`config.mk`:
```
export PLATFORM = sky130hd
export DESIGN_NAME = mem_access_unit
export DESIGN_NICKNAME = d
export VERILOG_FILES = /design/src/rtl/mem_access_unit.sv
export SDC_FILE = /design/constraint.sdc
export NUM_CORES = 1
export LEC_CHECK = 0
export CAP_MARGIN = 20
export CORE_ASPECT_RATIO = 0.7
export CORE_UTILIZATION = 38
export DETAILED_ROUTE_END_ITERATION = 8
export PLACE_DENSITY = 0.81
export SETUP_SLACK_MARGIN = 0.15
export SLEW_MARGIN = 10
export SYNTH_ARGS = -nofsm -noshare
export SYNTH_HDL_FRONTEND = slang
export SYNTH_SLANG_ARGS = --single-unit
```
`constraint.sdc`:
```
create_clock -name clk -period 2.3 [get_ports clk]
set_clock_uncertainty 0.05 [all_clocks]
set_input_delay 0.23 -clock clk [delete_from_list [all_inputs] [get_ports clk]]
set_output_delay 0.23 -clock clk [all_outputs]
set_load 0.01 [all_outputs]
```
`src/rtl/mem_access_unit.sv`:
```
// mem_access_unit
//   Load/store controller in front of DataMemory. Accepts CPU load/store
//   requests over a valid/ready handshake and absorbs the memory's 1-cycle
//   read latency. It also sequences 16-word context save (regfile -> mem)
//   and restore (mem -> regfile) through the reserved words 0..CTX_WORDS-1.
//   CPU requests that target the reserved words get resp_err and no access.
// Ports
//   clk, rst                  clock, async active-high reset
//   req_*                     CPU request handshake and payload
//   resp_*                    1-cycle response pulse with load data / error
//   ctx_save, ctx_restore     context operation start pulses (IDLE only)
//   ctx_busy, ctx_done        context operation status
//   reg_idx/rdata/we/wdata    regfile access port
//   mem_*                     DataMemory port
module mem_access_unit #(
    parameter int unsigned WORD_SIZE     = 16,
    parameter int unsigned MEM_ADDR_BITS = 8,
    parameter int unsigned CTX_WORDS     = 16
) (
    input  logic                     clk,
    input  logic                     rst,
    input  logic                     req_valid,
    output logic                     req_ready,
    input  logic                     req_write,
    input  logic [MEM_ADDR_BITS-1:0] req_addr,
    input  logic [WORD_SIZE-1:0]     req_wdata,
    output logic                     resp_valid,
    output logic [WORD_SIZE-1:0]     resp_rdata,
    output logic                     resp_err,
    input  logic                     ctx_save,
    input  logic                     ctx_restore,
    output logic                     ctx_busy,
    output logic                     ctx_done,
    output logic [3:0]               reg_idx,
    input  logic [WORD_SIZE-1:0]     reg_rdata,
    output logic                     reg_we,
    output logic [WORD_SIZE-1:0]     reg_wdata,
    output logic                     mem_write_en,
    output logic                     mem_read_en,
    output logic [MEM_ADDR_BITS-1:0] mem_addr,
    output logic [WORD_SIZE-1:0]     mem_write_data,
    input  logic [WORD_SIZE-1:0]     mem_read_data
);

    localparam logic [MEM_ADDR_BITS-1:0] CtxLimit = MEM_ADDR_BITS'(CTX_WORDS);
    localparam logic [4:0]               CntLast  = 5'(CTX_WORDS - 1);
    // Restore runs one extra cycle to write back the last read word.
    localparam logic [4:0]               CntRestLast = 5'(CTX_WORDS);

    typedef enum logic [2:0] {
        StIdle,
        StAccess,
        StResp,
        StSave,
        StRestore,
        StDone
    } state_e;

    state_e                   state_q, state_d;
    logic [4:0]               cnt_q, cnt_d;
    logic                     wr_q, wr_d;
    logic                     err_q, err_d;
    logic [MEM_ADDR_BITS-1:0] addr_q, addr_d;
    logic [WORD_SIZE-1:0]     wdata_q, wdata_d;

    // State register
    always_ff @(posedge clk or posedge rst) begin
        if (rst) begin
            state_q <= StIdle;
            cnt_q   <= '0;
            wr_q    <= 1'b0;
            err_q   <= 1'b0;
            addr_q  <= '0;
            wdata_q <= '0;
        end else begin
            state_q <= state_d;
            cnt_q   <= cnt_d;
            wr_q    <= wr_d;
            err_q   <= err_d;
            addr_q  <= addr_d;
            wdata_q <= wdata_d;
        end
    end

    // Next-state logic
    always_comb begin
        state_d = state_q;
        cnt_d   = cnt_q;
        wr_d    = wr_q;
        err_d   = err_q;
        addr_d  = addr_q;
        wdata_d = wdata_q;
        unique case (state_q)
            StIdle: begin
                if (ctx_save) begin
                    state_d = StSave;
                    cnt_d   = '0;
                end else if (ctx_restore) begin
                    state_d = StRestore;
                    cnt_d   = '0;
                end else if (req_valid) begin
                    wr_d    = req_write;
                    addr_d  = req_addr;
                    wdata_d = req_wdata;
                    err_d   = (req_addr < CtxLimit);
                    // Reserved-region hits skip the memory access entirely.
                    state_d = (req_addr < CtxLimit) ? StResp : StAccess;
                end
            end
            StAccess: state_d = StResp;
            StResp:   state_d = StIdle;
            StSave: begin
                if (cnt_q == CntLast) begin
                    state_d = StDone;
                    cnt_d   = '0;
                end else begin
                    cnt_d = cnt_q + 5'd1;
                end
            end
            StRestore: begin
                if (cnt_q == CntRestLast) begin
                    state_d = StDone;
                    cnt_d   = '0;
                end else begin
                    cnt_d = cnt_q + 5'd1;
                end
            end
            StDone: begin
                state_d = StIdle;
                cnt_d   = '0;
            end
            default: state_d = StIdle;
        endcase
    end

    // Output decode from registered state only
    always_comb begin
        req_ready      = 1'b0;
        resp_valid     = 1'b0;
        resp_rdata     = '0;
        resp_err       = 1'b0;
        ctx_busy       = 1'b0;
        ctx_done       = 1'b0;
        reg_idx        = '0;
        reg_we         = 1'b0;
        reg_wdata      = '0;
        mem_write_en   = 1'b0;
        mem_read_en    = 1'b0;
        mem_addr       = '0;
        mem_write_data = '0;
        unique case (state_q)
            // Gate with rst so every output reads 0 while reset is held.
            StIdle: req_ready = ~rst;
            StAccess: begin
                mem_addr       = addr_q;
                mem_write_en   = wr_q;
                mem_read_en    = ~wr_q;
                mem_write_data = wr_q ? wdata_q : '0;
            end
            StResp: begin
                resp_valid = 1'b1;
                resp_err   = err_q;
                resp_rdata = (wr_q || err_q) ? '0 : mem_read_data;
            end
            StSave: begin
                ctx_busy       = 1'b1;
                reg_idx        = cnt_q[3:0];
                mem_write_en   = 1'b1;
                mem_addr       = MEM_ADDR_BITS'(cnt_q);
                mem_write_data = reg_rdata;
            end
            StRestore: begin
                ctx_busy = 1'b1;
                if (cnt_q <= CntLast) begin
                    mem_read_en = 1'b1;
                    mem_addr    = MEM_ADDR_BITS'(cnt_q);
                end
                // Read data for word cnt-1 arrives this cycle.
                reg_we    = (cnt_q != 5'd0);
                reg_idx   = 4'(cnt_q - 5'd1);
                reg_wdata = mem_read_data;
            end
            StDone: ctx_done = 1'b1;
            default: ;
        endcase
    end

endmodule

```
# Word-level counts from Yosys, hierarchy flattened
# Cells that the tools add are included.
# W data, S select, Z words.
# totals
regBits	34
latchBits	0
mem_bits_rw	0
mem_bits_ro	0
in_bits	62
out_inout_bits	68
elab_cells	62
n_memories	0
# op_classes
add_sub_neg	2
n_mul	0
div_mod_pow	0
order_cmp	2
n_eq_ne	11
shift	0
mux	29
bitwise	4
n_reduce_logical	8
# ops
op	count
$mux W16	4
$pmux W16 S2	1
$mux W5	5
$pmux W8 S3	1
$pmux W5 S4	1
$mux W3	5
$pmux W3 S4	1
$lt A8 B5 Y1 const B	1
$pmux W4 S2	1
$mux W1	7
$eq A3 B2 Y1 const B	2
$eq A3 B3 Y1 const B	2
$add A5 B1 Y5 const B	1
$eq A5 B4 Y1 const B	1
$eq A5 B5 Y1 const B	1
$le A5 B4 Y1 const B	1
$reduce_bool A5 Y1	1
$ne A2 B2 Y1 const B	2
$ne A4 B4 Y1 const B	1
$not A1 Y1	4
$pmux W1 S2	2
$reduce_and A4 Y1	1
$reduce_bool A4 Y1	1
$sub A4 B1 Y4 const B	1
other kinds (8)	8

# Longest topological paths before layout
# logic_depth
word_depth	6
ltp_mapped	7
depth_no_buf	7

# Worst setup path after synthesis
# OpenSTA, ideal clock, no wires.
# synth_timing
kind	register to output
startpoint	register cnt_q[0]
endpoint	output port mem_addr[0]
arrival_time_ps	1492
required_ps	2020
slack_ps	528
stages_incl_launch_ff	8
path_buffers	0
cell_sequence	dfrtp_1 > ha_1 > nand3_1 > inv_1 > ha_1 > a21oi_2 > o21ai_2 > a22o_1
# synth_via
elab_chain_cells	3
# synth_rtl
element	line_no	source
start: declaration	60	logic [4:0] cnt_q, cnt_d;
start signal: assignment	77	cnt_q <= cnt_d;
$le A5 B4 Y1	174	if (cnt_q <= CntLast) begin
$mux W5	174	
$pmux W8 S3 (*)	151	unique case (state_q)
end: declaration	40	output logic [MEM_ADDR_BITS-1:0] mem_addr,
# Every way passes the cells marked *; elsewhere a longest branch is shown, timed or not.

# Worst setup path in the final report
# layout_timing
startpoint	register cnt_q[0]
endpoint	output port mem_addr[3]
# layout_via
elab_chain_cells	3
# layout_rtl
element	line_no
$le A5 B4 Y1	174
$mux W5	174
$pmux W8 S3	151
# No other way between the ends.

==> flow_metrics.env <==
export IMPL_status="finished clean"
export IMPL_gp_congestion=0.817
export IMPL_route_met2_wl_mm=3.66
export IMPL_fp_dieH_um=65.9
export IMPL_yosysSeqAreaShare_pct=38.4
export IMPL_firstDrtPassIters=4
export IMPL_fin_hold_ws_ns=0.340
export IMPL_via_per_inst=5.19
export IMPL_reg2reg_slack_ns=0.26
export IMPL_netlist_cell_type_count=45
export IMPL_cts_hold_buffers=0
export IMPL_cp_end_kind="output pin"
export IMPL_clock_latency_ns=0.28
export IMPL_setup_violations=0
export IMPL_critPathMaxFanout=4
export IMPL_fp_coreArea_um2=5420
export IMPL_drt_wl_total_mm=7.53
export IMPL_cp_start_kind="flip-flop"
export IMPL_power_density_nw_per_um2=1010
export IMPL_nets=436
export IMPL_route_detailed_drc=0
export IMPL_clock_fmax_mhz=454
export IMPL_grt_first_pass_wirelength_mm=11.3
export IMPL_maxSlewViolCount=0
export IMPL_p_total_w=0.00386
export IMPL_routedWlPerCell_um=17.1
export IMPL_synth_edf_count=0
export IMPL_ant_nets=0
export IMPL_grt_usage_pct=23.6
export IMPL_hold_class="in -> async"
export IMPL_clk_pin_slew_ns=0.07
export IMPL_maxCapViolCount=0
export IMPL_ys_seq_elements=34
export IMPL_cts_buffer_depth=2
export IMPL_area_delta_synth_final_pct=72.0
export IMPL_cp_startpoint="cnt_q[0]"
export IMPL_worstSetupPathType="reg -> out"
export IMPL_numCtsBuffers=5
export IMPL_placedCellCount=417
export IMPL_async_reset_ff_share_pct=100
export IMPL_drive_above_1_share_pct=32.5
export IMPL_cts_sinks=34
export IMPL_cp_arrival_ns=1.92
export IMPL_n_antenna_cell=0
export IMPL_rows=22
export IMPL_cts_root_buf="clkbuf_8"
export IMPL_leakagePower_nw=1.88
export IMPL_ys_warnings_count=0
export IMPL_final_cell_mix="clkdlybuf4s50_1, and2_1, dfrtp_1"
export IMPL_regToRegStartpoint="cnt_q[0]"
export IMPL_r2r_end="cnt_q[3]"
export IMPL_numPortBuffers=129
export IMPL_period_minus_slack_ns=2.20
export IMPL_overflow=0
export IMPL_syn_area_um2=2220
export IMPL_rsz0062_at_grt="yes"
export IMPL_dieArea_um2=6150
export IMPL_final_common_cell="clkdlybuf4s50_1"
export IMPL_fin_crit_sh_pct=95.7
export IMPL_die_x_um=93.3
export IMPL_first_iter_violations=97
export IMPL_postSynthAreaPerCell_um2=10.5
export IMPL_tightest_slew_ns=0.603
export IMPL_hold_viol_final=0
export IMPL_wl_met3_um=570
export IMPL_relSlewSlack_pct=59.5
export IMPL_tns_ns=0
export IMPL_wl_met1_mm=3.20
export IMPL_htreeDepth=2
export IMPL_ios=130
export IMPL_critPathRequiredTime_ns=2.02
export IMPL_topRoutingLayerUsed="met4"
export IMPL_grt_pass1_vias=2286
export IMPL_antenna_found_initial=0
export IMPL_cts_tree="yes"
export IMPL_syn_inst=212
export IMPL_synth_ff_type="dfrtp_1"
export IMPL_ir_drop_v=0.000477
export IMPL_initial_core_util_pct=40.9
export IMPL_reg2reg_depth=7
export IMPL_postSynthNetCount=279
export IMPL_grt_max_degree=35
export IMPL_layout_cells_non_filler=441
export IMPL_dp_hpwl_mm=5.19
export IMPL_vias=2287
==> cell usage after synthesis (3+ instances only) <==
cell       n  area (um2)
a22o_1    22         193
o21ai_0    7        35.0
nor2_1     7        26.3
dfrtp_1   34         851
mux2_2    26         293
buf_6      3        33.8
o22ai_1    3        18.8
buf_2      5        25.0
inv_1      9        33.8
nand2_1    9        33.8
buf_4      3        22.5
and2_1    37         231
clkbuf_2   3        15.0
ha_1       5        62.6
nor3_1     3        15.0
==> worst max-delay path: stages, from the launching register on <==
cell	delay, ns
dfrtp_1	0.40
ha_2	0.21
nand3_2	0.09
inv_2	0.05
ha_4	0.17
a21oi_2	0.15
o21ai_2	0.10
buf_4	0.14
a22o_1	0.19
buf_2	0.13
==> registers in the layout (all words and copies together), names as in the netlist <==
register and count:
cnt_q 5, addr_q 8, wr_q 1, wdata_q 16
state_q 3, err_q 1
==> layout make-up <==
| cell class | count | area [um2] |
|---|---|---|
| Clock buffer | 6 | 82.6 |
| Inverter | 9 | 33.8 |
| Fill cell | 416 | 1610 |
| Sequential cell | 34 | 856 |
| Tap cell | 72 | 90.1 |
| Multi-Input combinational cell | 153 | 1250 |
| Clock inverter | 1 | 30.0 |
| Timing Repair Buffer | 166 | 1470 |
==> per-layer routing <==
layer / global-route usage (%) / up-vias
li1: - / 1066
met1: 32.0 / 1120
met2: 38.6 / 88
met3: 5.86 / 13
met4: 4.42 / 0
met5: 0 / -
==> cell families after synthesis <==
group           share of synthesized area, %
simple gates                            21.2
compound gates                          17.3
flops                                   38.4
mux                                     13.2
buf+inv                                 6.71
fa+ha+maj                               2.82
xor+xnor                               0.395
==> power breakdown <==
part / total (W) / switching (W) / internal (W)
combinational: 0.00221 / 0.000975 / 0.00124
clock: 0.000559 / 0.000212 / 0.000347
sequential: 0.00109 / 0.000219 / 0.000869
total: 0.00386 / 0.00141 / 0.00245
==> through the flow <==
step	setup WS, ns	instance area (um2)	util [%]
floorplan	0.528	2220	-
global placement	0.117	3670	67.7
detailed placement	0.0804	3670	67.7
CTS	0.103	3850	71.0
global route	0.0415	3810	70.3
finish	0.0981	3810	70.3
==> how the worst max path moves through the flow <==
stage,end,slack [ns],cells after the start
5_1_grt,mem_addr[3],0.04,6
3_3_place_gp,mem_addr[1],0.12,4
6_report,mem_addr[3],0.1,9
3_5_place_dp,reg_wdata[2],0.08,5
2_1_floorplan,mem_addr[0],0.53,7
4_1_cts,mem_addr[3],0.10,9
==> repair_timing <==
item / in CTS / in global routing
setup buffers: 9 / 7
cloned: 1 / 0
setup endpoints to repair: 64 / 43
pin swaps: 4 / 4
gates resized for setup: 115 / 46
Note: power is estimated with default switching activity, not from simulation.
==> patch 1, RTL diff (same settings) <==
`MEM_ADDR_BITS`: 8 -> 7.
--- a/src/rtl/mem_access_unit.sv
+++ b/src/rtl/mem_access_unit.sv
@@ -15,5 +15,5 @@
 module mem_access_unit #(
     parameter int unsigned WORD_SIZE     = 16,
-    parameter int unsigned MEM_ADDR_BITS = 8,
+    parameter int unsigned MEM_ADDR_BITS = 7,
     parameter int unsigned CTX_WORDS     = 16
 ) (
Ports: changed (resized mem_addr and req_addr); port bits go from 130 to 128. No check against the original RTL was run, so the function may have changed too.
==> patch 1 against the original RTL <==
  * First-iteration DRC count down 26%
  * Area after synthesis decreased by 6.0%
  * Hold slack lost 0.0089 ns
  * Design area fell by 3.2%
  * Largest cell class unchanged
  * Sequential power shrank 6%
  * Setup slack gained 0.00083 ns
  * Wire length down 13%
  * Combinational power down 5%
  * Non-clock buffer count fell by 7
  * Critical path type unchanged
  * Sequential cell count shrank 1
  * Power shrank 8.0%
  * Register-to-register slack improved by 0.15 ns
==> patch 1: results <==
set metrics [dict create \
    drive_gt1_frac 0.243 \
    yosysSeqAreaShare 0.396 \
    grt_util_all_layers 0.228 \
    grt_pass1_vias 2014 \
    io_buffers 127 \
    synth.top_cells.by_area "dfrtp_1 (40%), mux2_2 (13%), and2_1 (11%)" \
    wl_per_cell_um 15.3 \
    vias 2147 \
    netSwitchingPower_uw 1330 \
    grt_max_degree 34 \
    place_congestion 0.886 \
    synth_xor_area_frac 0.00420 \
    status "finished clean" \
    via_per_inst 4.99 \
    netlist_instances 205 \
    ys_types 41 \
    fill_cells 435 \
    p_leak_uw 0.00186 \
    tightest_slew_ns 0.417 \
    hpwlAfterDp_um 4840 \
    synth_nets 271 \
    grt_pass1_wl_um 10600 \
    critPathMaxFanout 9 \
    p_comb_uw 2100 \
    pg_clk_uw 416 \
    synth.area.mux_share 0.134 \
    post-place-ws_ns -0.0194 \
    nNetsFinal 423 \
    drt_iter0_markers 72 \
    yosys-top-cells-count "and2_1 (36), dfrtp_1 (33), mux2_2 (24), a22o_1 (20), o21ai_0 (9)" \
    dp.cells 413 \
]
-- patch 1: stage by stage --
stage	total power [uW]	setup TNS, ns
final	3550	0
after global placement	3070	0
after global routing	3820	0
after detailed placement	3130	-0.0377
after floorplan	2080	0
after CTS	3470	-0.0442
-- patch 1: tightest hold or removal path: cells and delay by family --
family                 cells  cell delay (ns)
buffers and inverters      3             0.85
-- patch 1: cells by family after synthesis --
kind of cell	count (synthesis)
adder cells (fa/ha/maj)	5
flip-flops	33
AO/OA/AOI/OAI	47
buffers and inverters	21
multiplexers	25
AND/OR/NAND/NOR	73
XOR/XNOR	1
-- patch 1: path summary, 6_finish.rpt --
| path | start | endpoint | slack [ns] | depth (start not counted) |
|---|---|---|---|---|
| min in group clk | addr_q[5] | addr_q[5] | 0.45 | 1 |
| hold reg to reg | addr_q[5] | addr_q[5] | 0.45 | 1 |
| max in group asynchronous | rst | state_q[0] | 1.55 | 3 |
| setup reg to reg | state_q[1] | cnt_q[3] | 0.41 | 6 |
| setup / recovery | state_q[2] | reg_wdata[5] | 0.1 | 4 |
| hold / removal | rst | err_q | 0.33 | 3 |
-- patch 1: area by class of cell --
cell class	instances	area [um2]	share of cell area
clock buffer	6	72.6	0.0197
multi-input combinational	151	1190	0.322
sequential	33	828	0.224
timing repair buffer	159	1480	0.400
inverter	7	26.3	0.00712
tap	72	90.1	0.0244
clock inverter	2	10.0	0.00271
-- patch 1: repair_timing --
item	4_1_cts	5_1_grt
resized for setup	69	12
setup buffers	2	5
gates cloned	0	2
pin swaps	1	0
endpoints found under the setup margin	62	42
-- patch 1: layer usage --
layer  vias up  global-route usage  routed length (um)  share of wire
li1       1042                   -                   -              -
met1      1029               0.323                3170           0.48
met2        74               0.363                2990           0.45
met3         2              0.0607                 400          0.061
met4         0              0.0222                  13         0.0020
met5         -                   0                   0              0
==> patch 2, RTL diff (same settings) <==
Made on the original files. The 6 states of `state_e` get a one-hot encoding in 6 bits.
--- a/src/rtl/mem_access_unit.sv
+++ b/src/rtl/mem_access_unit.sv
@@ -48,11 +48,11 @@
     localparam logic [4:0]               CntRestLast = 5'(CTX_WORDS);
 
-    typedef enum logic [2:0] {
-        StIdle,
-        StAccess,
-        StResp,
-        StSave,
-        StRestore,
-        StDone
+    typedef enum logic [5:0] {
+        StIdle    = 6'b000001,
+        StAccess  = 6'b000010,
+        StResp    = 6'b000100,
+        StSave    = 6'b001000,
+        StRestore = 6'b010000,
+        StDone    = 6'b100000
     } state_e;
 
Formal check against the unedited RTL: no difference found for any inputs over 10 cycles, from zero or initial values and one cycle with rst high; not proved beyond that.
==> patch 2 against the original RTL <==
  * The flow now finishes with violations (negative setup slack)
  * Power down 4.7%
  * Area after synthesis increased by 3.8%
  * Synthesized cell count grew 5.7%
  * Hold slack lost 0.017 ns
  * Largest power group unchanged
  * Design area grew 14%
  * First-iteration DRC count did not move
  * Critical path depth fell by 2
  * Critical path type unchanged
  * Core utilization increased by 4.8 points
  * Wire length increased by 14%
  * Setup slack lost 0.29 ns
  * Non-clock buffer count up 16
  * Sequential cell count rose by 3
  * Cell count up 7.5%
==> patch 2: results <==
set metrics [dict create \
    status "finished with violations" \
    ys_types 52 \
    via_per_inst 5.37 \
    reg_top3 "wdata_q (16), addr_q (8), state_q (6)" \
    setup_slack_ns -0.192 \
    cp_slowest_cell "or4_4" \
    setup_viol 44 \
    crit_family "simple AND/OR/NAND/NOR gates" \
    grt_max_degree 38 \
    synth_nets 291 \
    violations "negative setup slack" \
    ir_drop_mv 0.530 \
    critPathMaxFanout 8 \
    grt_util_all_layers 0.254 \
    drt_wl_total_um 8610 \
    yosys-top-cells-count "and2_1 (38), dfrtp_1 (36), mux2_2 (26), a22o_1 (21), inv_1 (9)" \
    p_leak_uw 0.00204 \
    netlist_instances 224 \
    drive_gt1_frac 0.529 \
    yosysSeqAreaShare 0.403 \
    cts_resized 288 \
    final_cells 474 \
    place_congestion 0.826 \
    dp.cells 441 \
    clk_pin_slew_ns 0.09 \
    area_growth_pct 88.8 \
    grt_pass1_wl_um 12000 \
    placed_cell_area_um2 3870 \
]
-- patch 2: worst paths after layout --
check,start,to,slack (ns),cells after the start
max,state_q[4],resp_rdata[5],-0.19,7
min,rst,wdata_q[1],0.32,3
max reg2reg,state_q[4],cnt_q[0],0.19,5
min reg2reg,addr_q[5],addr_q[5],0.45,1
max in group asynchronous,rst,state_q[0],1.52,3
min in group clk,addr_q[5],addr_q[5],0.45,1
-- patch 2: cell families after synthesis --
family	Yosys count	share of synthesized area
AO/OA/AOI/OAI	45	0.147
XOR/XNOR	2	0.00761
adder cells (fa/ha/maj)	5	0.0272
buffers and inverters	24	0.0478
flip-flops	37	0.403
multiplexers	27	0.132
AND/OR/NAND/NOR	84	0.236
-- patch 2: stage by stage --
| stage | TNS (ns) | total power [uW] |
|---|---|---|
| floorplan | 0 | 1950 |
| global placement | -7.58 | 2650 |
| detailed placement | -10.03 | 2710 |
| CTS | -6.60 | 3420 |
| global route | -8.68 | 3880 |
| finish | -5.49 | 3680 |
-- patch 2: routing by layer --
metal | up-vias | routed length, um | GRT usage
li1 | 1156 | - | -
met1 | 1235 | 3420 | 0.322
met2 | 137 | 4200 | 0.422
met3 | 18 | 829 | 0.0811
met4 | 0 | 161 | 0.0606
met5 | - | 0 | 0
-- patch 2: power by group --
part	switching (uW)	leakage, uW	internal (uW)
Clock	243	0.0000512	243
Sequential	180	0.000464	931
Combinational	902	0.00153	1180
-- patch 2: cell type report --
type                       count  share of cell area
sequential                    37               0.213
tap                           75              0.0216
multi-input combinational    163               0.337
timing repair buffer         182               0.398
clock buffer                   6              0.0190
clock inverter                 2             0.00317
inverter                       9             0.00778
-- patch 2: worst reg2reg max path: stages (launching register included) --
cell and delay, ns:
dfrtp_1 0.40, or4_4 0.56, buf_6 0.15, or4b_4 0.57, and2_0 0.18, mux2i_1 0.13
